### config.mk
export PLATFORM = sky130hd
export DESIGN_NAME = alu_arbiter
export DESIGN_NICKNAME = d
export VERILOG_FILES = /design/src/rtl/alu_arbiter.sv
export SDC_FILE = /design/constraint.sdc
export NUM_CORES = 1
export LEC_CHECK = 0
export CAP_MARGIN = 20
export CORE_AREA = 2 2 160 162
export CTS_CLUSTER_DIAMETER = 100
export DETAILED_ROUTE_END_ITERATION = 10
export DIE_AREA = 0 0 162 164
export PLACE_DENSITY = 0.63
export SLEW_MARGIN = 15
export SYNTH_ARGS = -nofsm -noshare
export SYNTH_HDL_FRONTEND = slang
export SYNTH_SLANG_ARGS = --single-unit
### constraint.sdc
create_clock -name clock -period 2.1 [get_ports clock]
set_clock_uncertainty 0.05 [all_clocks]
set_input_delay 0.21 -clock clock [delete_from_list [all_inputs] [get_ports clock]]
set_output_delay 0.21 -clock clock [all_outputs]
set_load 0.05 [all_outputs]
### src/rtl/alu_arbiter.sv
// rtl/alu_arbiter.sv - round-robin arbiter/sequencer sharing one ALU among NUM_REQ requesters
// Define ALU_ARB_FIXED_PRIO_EN for fixed (lowest-index-wins) priority instead of round-robin.
module alu_arbiter #(
  parameter int NUM_REQ = 4,
  parameter int DATA_W  = 32,
  parameter int ID_W    = $clog2(NUM_REQ)
) (
  input  logic                  clock,
  input  logic                  reset_n,
  input  logic [NUM_REQ-1:0]    req_valid,
  output logic [NUM_REQ-1:0]    req_ready,
  input  logic [NUM_REQ*DATA_W-1:0] req_src_a,
  input  logic [NUM_REQ*DATA_W-1:0] req_src_b,
  input  logic [NUM_REQ*3-1:0]  req_op_code,
  output logic [DATA_W-1:0]     alu_src_a,
  output logic [DATA_W-1:0]     alu_src_b,
  output logic [2:0]            alu_op_code,
  input  logic [DATA_W-1:0]     alu_result,
  input  logic                  alu_z_flag,
  output logic                  rsp_valid,
  input  logic                  rsp_ready,
  output logic [ID_W-1:0]       rsp_id,
  output logic [DATA_W-1:0]     rsp_result,
  output logic                  rsp_z_flag
);

  typedef enum logic [1:0] {IDLE, EXEC, RESP} state_t;

  state_t              state_q;
  logic [DATA_W-1:0]   alu_src_a_q, alu_src_b_q, rsp_result_q;
  logic [2:0]          alu_op_code_q;
  logic [ID_W-1:0]     rsp_id_q;
  logic                rsp_valid_q, rsp_z_flag_q;

  logic                grant_found;
  logic [ID_W-1:0]     grant_idx;
  logic [DATA_W-1:0]   sel_a, sel_b;
  logic [2:0]          sel_op;

`ifdef ALU_ARB_FIXED_PRIO_EN
  // Descending scan so the lowest valid index is the last (winning) write.
  always_comb begin
    grant_found = 1'b0;
    grant_idx   = '0;
    for (int k = NUM_REQ - 1; k >= 0; k--) begin
      if (req_valid[k]) begin
        grant_found = 1'b1;
        grant_idx   = ID_W'(k);
      end
    end
  end
`else
  localparam int CW = ID_W + 1;

  logic [ID_W-1:0] ptr_q, ptr_d;
  logic [CW-1:0]   cand_w;

  // Scan from ptr upward, wrapping, and take the first valid requester.
  always_comb begin
    grant_found = 1'b0;
    grant_idx   = '0;
    cand_w      = '0;
    for (int k = 0; k < NUM_REQ; k++) begin
      cand_w = {1'b0, ptr_q} + CW'(k);
      if (cand_w >= CW'(NUM_REQ)) cand_w = cand_w - CW'(NUM_REQ);
      if (!grant_found && req_valid[cand_w[ID_W-1:0]]) begin
        grant_found = 1'b1;
        grant_idx   = cand_w[ID_W-1:0];
      end
    end
  end

  assign ptr_d = (grant_idx == ID_W'(NUM_REQ - 1)) ? '0 : grant_idx + ID_W'(1);
`endif

  always_comb begin
    sel_a  = '0;
    sel_b  = '0;
    sel_op = '0;
    for (int i = 0; i < NUM_REQ; i++) begin
      if (ID_W'(i) == grant_idx) begin
        sel_a  = req_src_a[i*DATA_W +: DATA_W];
        sel_b  = req_src_b[i*DATA_W +: DATA_W];
        sel_op = req_op_code[i*3 +: 3];
      end
    end
  end

  always_comb begin
    req_ready = '0;
    if (reset_n && (state_q == IDLE) && grant_found) req_ready[grant_idx] = 1'b1;
  end

  always_ff @(posedge clock or negedge reset_n) begin
    if (!reset_n) begin
      state_q       <= IDLE;
      alu_src_a_q   <= '0;
      alu_src_b_q   <= '0;
      alu_op_code_q <= '0;
      rsp_id_q      <= '0;
      rsp_result_q  <= '0;
      rsp_z_flag_q  <= 1'b0;
      rsp_valid_q   <= 1'b0;
`ifndef ALU_ARB_FIXED_PRIO_EN
      ptr_q         <= '0;
`endif
    end else begin
      case (state_q)
        IDLE: begin
          if (grant_found) begin
            alu_src_a_q   <= sel_a;
            alu_src_b_q   <= sel_b;
            alu_op_code_q <= sel_op;
            rsp_id_q      <= grant_idx;
`ifndef ALU_ARB_FIXED_PRIO_EN
            ptr_q         <= ptr_d;
`endif
            state_q       <= EXEC;
          end
        end
        EXEC: begin
          rsp_result_q <= alu_result;
          rsp_z_flag_q <= alu_z_flag;
          rsp_valid_q  <= 1'b1;
          state_q      <= RESP;
        end
        RESP: begin
          if (rsp_ready) begin
            rsp_valid_q <= 1'b0;
            state_q     <= IDLE;
          end
        end
        default: state_q <= IDLE;
      endcase
    end
  end

  assign alu_src_a   = alu_src_a_q;
  assign alu_src_b   = alu_src_b_q;
  assign alu_op_code = alu_op_code_q;
  assign rsp_valid   = rsp_valid_q;
  assign rsp_id      = rsp_id_q;
  assign rsp_result  = rsp_result_q;
  assign rsp_z_flag  = rsp_z_flag_q;

endmodule

==> flow_metrics.py <==
metrics = {
    "drt": {
        "drtPass1Iterations": 4,
        "ant_nets": 0,
        "wl_um": 28950,
        "routedWlPerCell_um": 20.17,
        "first_iter_violations": 397,
        "num_vias": 6991,
        "via_per_inst": 4.872,
        "route.detailed.drc": 0,
    },
    "sta": {
        "finalCriticalPeriod_ns": 2.351,
        "grt_setup_unrepaired": "true",
        "post-route-period-util": 1.119,
        "clock.fmax_mhz": 425.4,
        "max_slew.worst_pin.slew_ns": 0.6201,
        "hold_viol": 0,
        "setup_viol": 71,
        "drv_slew": 0,
        "fin_ws_ns": -0.2505,
        "max_slew_margin": 0.5866,
    },
    "global_route": {
        "grt_pass1_vias": 7295,
        "grt_max_degree": 47,
        "met2_usage": 0.3656,
        "overflow": 0,
        "antenna_found_initial": 0,
        "grtUsageMet3": 0.06237,
        "met1_usage": 0.2405,
        "top_usage_layer": "met2",
        "track_usage": 0.2049,
        "grt_pass1_wl_um": 41850,
    },
    "worst_setup_path": {
        "r2r_start": "ptr_q[1]$_DFFE_PN0P_",
        "cp.required_ns": 2.30,
        "worst_ep_arrival_time_ns": 2.55,
        "r2r_end": "alu_src_a[9]$_DFFE_PN0P_",
        "ff2ff_setup_slack_ns": -0.24,
        "start_kind": "primary input",
        "endpoint_kind": "flop",
        "ff2ff_path_depth": 10,
        "path_max_fanout": 8,
        "worstSetupPathType": "in2reg",
    },
    "power": {
        "total_power_mw": 21.17,
        "pwr_density_cell_mw_per_mm2": 1708,
        "peakVddDrop_uv": 1204,
        "power.leakage_nw": 5.186,
    },
    "synthesis": {
        "ys_warn_count": 0,
        "seq_area_frac_synth": 0.4438,
        "synth_most_common_cell": "a21oi_1",
        "synth_common_cells": "a21oi_1, dfrtp_1, nor2_1",
        "synth_edf_count": 0,
        "ys_ff_latch": 107,
        "ys_dominant_reg_cell": "dfrtp_1",
        "synth_nets": 960,
        "synthTopCellsByArea": "dfrtp_1, a21oi_1, a221oi_1, a211o_1, mux2_2",
        "synth_cell_types": 28,
        "yosysTopAreaCell": "dfrtp_1",
        "avgSynthCellArea_um2": 9.311,
        "synth_top_area_share": 0.4438,
        "synth.cell_area_mm2": 0.006033,
        "netlist_instances": 648,
        "async_flop_share": 1.000,
    },
    "clocking": {
        "cts_root_buf": "clkbuf_16",
        "clkTransAtPathRegs_ns": 0.09,
        "clock_latency_ns": 0.36,
        "cts_buffers": 9,
        "clock_path_buffers": 2,
        "tritoncts": "done",
        "cts.sinks": 107,
        "htree_levels": 3,
    },
    "flow_run": {
        "cap_violations": 0,
    },
    "placement": {
        "io_buffers": 414,
        "place_ws_ns": -0.5614,
        "routabilityCongestion": 0.8424,
        "dpl.hpwl_um": 19190,
    },
    "layout": {
        "layout.nets": 1411,
        "fill_cells": 2312,
        "syn_to_final_growth_pct": 105.5,
        "layout-drive-gt1-share": 0.2337,
    },
    "worst_hold_path": {
        "hold_path_class": "in2async",
    },
    "die": {
        "start_util": 0.2431,
        "die_w_um": 162,
        "dieHeight_um": 164,
        "die-area_mm2": 0.02657,
        "core_mm2": 0.02482,
        "rows": 58,
        "ios": 415,
    },
    "status": {
        "violations": "setup timing",
        "status": "complete, but fails checks",
    },
}
-- per-stage QoR --
| step | hold slack (ns) | setup TNS [ns] | instance area, µm² | cells | util |
|---|---|---|---|---|---|
| after global placement | 0.01024 | -32.44 | 10900 | 1379 | 0.4391 |
| after floorplan | -0.1356 | -0.03768 | 6101 | 648 | - |
| after detailed placement | 0.01799 | -36.23 | 10900 | 1379 | 0.4391 |
| final | 0.1625 | -12.74 | 12400 | 1435 | 0.4996 |
| after CTS | 0.1558 | -13.58 | 12180 | 1429 | 0.4909 |
| after global routing | 0.1734 | -21.48 | 12400 | 1434 | 0.4995 |
-- cell usage in the layout (no fill, tap or decap), drive strengths merged --
cell and count:
clkdlybuf4s50 407, a21oi 135, dfrtp 107, buf 93, inv 75, nor2 71
a221oi 67, a211o 66, mux2 34, clkbuf 11, nand2 6, nor2b 6
and3 4, ha 4, o21ai 4, clkinv 3, dlygate4sd2 2, diode 1
nor3b 1, nor3 1, o22ai 1, a21boi 1, o32ai 1, nor4 1
or3 1, a21o 1, dlygate4sd3 1
-- flip-flops by register name, summed over array words and instances (netlist names) --
| signal | count |
|---|---|
| alu_src_a | 32 |
| alu_src_b | 32 |
| rsp_result | 32 |
| alu_op_code | 3 |
| ptr_q | 2 |
| rsp_id | 2 |
| state_q | 2 |
| rsp_valid | 1 |
| rsp_z_flag | 1 |
-- area by class of cell --
cell class                 instances  area, µm²  share of cell area
timing repair buffer             505       5396              0.4352
multi-input combinational        405       3313              0.2672
sequential                       107       2679              0.2160
tap                              330      412.9             0.03330
inverter                          71      274.0             0.02210
clock buffer                       9      225.2             0.01816
clock inverter                     7      96.34            0.007770
antenna                            1      2.502           0.0002018
-- power by group --
| group | internal, mW | switching, mW |
|---|---|---|
| clock network | 0.878 | 0.987 |
| registers | 3.17 | 0.624 |
| logic | 6.66 | 8.85 |
-- how the worst max path moves through the flow --
stage | from | end | slack (ns) | depth (start not counted)
6_report | req_valid[3] | alu_src_a[19]$_DFFE_PN0P_ | -0.25 | 13
5_1_grt | ptr_q[1]$_DFFE_PN0P_ | alu_src_a[23]$_DFFE_PN0P_ | -0.37 | 11
4_1_cts | ptr_q[0]$_DFFE_PN0P_ | req_ready[1] | -0.26 | 10
3_5_place_dp | req_valid[2] | alu_src_b[28]$_DFFE_PN0P_ | -0.56 | 10
3_3_place_gp | req_valid[2] | alu_op_code[2]$_DFFE_PN0P_ | -0.52 | 10
2_1_floorplan | ptr_q[1]$_DFFE_PN0P_ | req_ready[2] | -0.03 | 8
-- repair_timing --
item                                    4_1_cts  5_1_grt
gates resized for setup                     100       35
endpoints found under the setup margin       71       71
gates cloned                                 11        3
setup buffers                                22        3
hold endpoints to repair                     24        0
hold buffers                                  1        0
pin swaps                                    86       28
-- worst max-delay path, cell delays in order --
cell             delay (ns)
clkdlybuf4s50_1        0.56
nor2b_1                0.09
nor3b_2                0.22
o22ai_2                0.11
buf_4                  0.17
ha_4                   0.15
nor2b_4                0.13
buf_6                  0.13
buf_12                 0.13
buf_12                 0.14
a221oi_1               0.30
a211o_1                0.17
a21oi_2                0.05
-- cells by family after synthesis --
family	share of synthesized area
compound gates	0.3196
mux	0.06346
fa+ha+maj	0.008296
flops	0.4438
simple gates	0.06367
buf+inv	0.1012
-- routing by layer --
layer	vias to the layer above	part of all wire
met4	0	0.016
met5	-	0
li1	3269	-
met2	313	0.50
met1	3383	0.40
met3	26	0.081
Power figures use the tool's default switching activity.
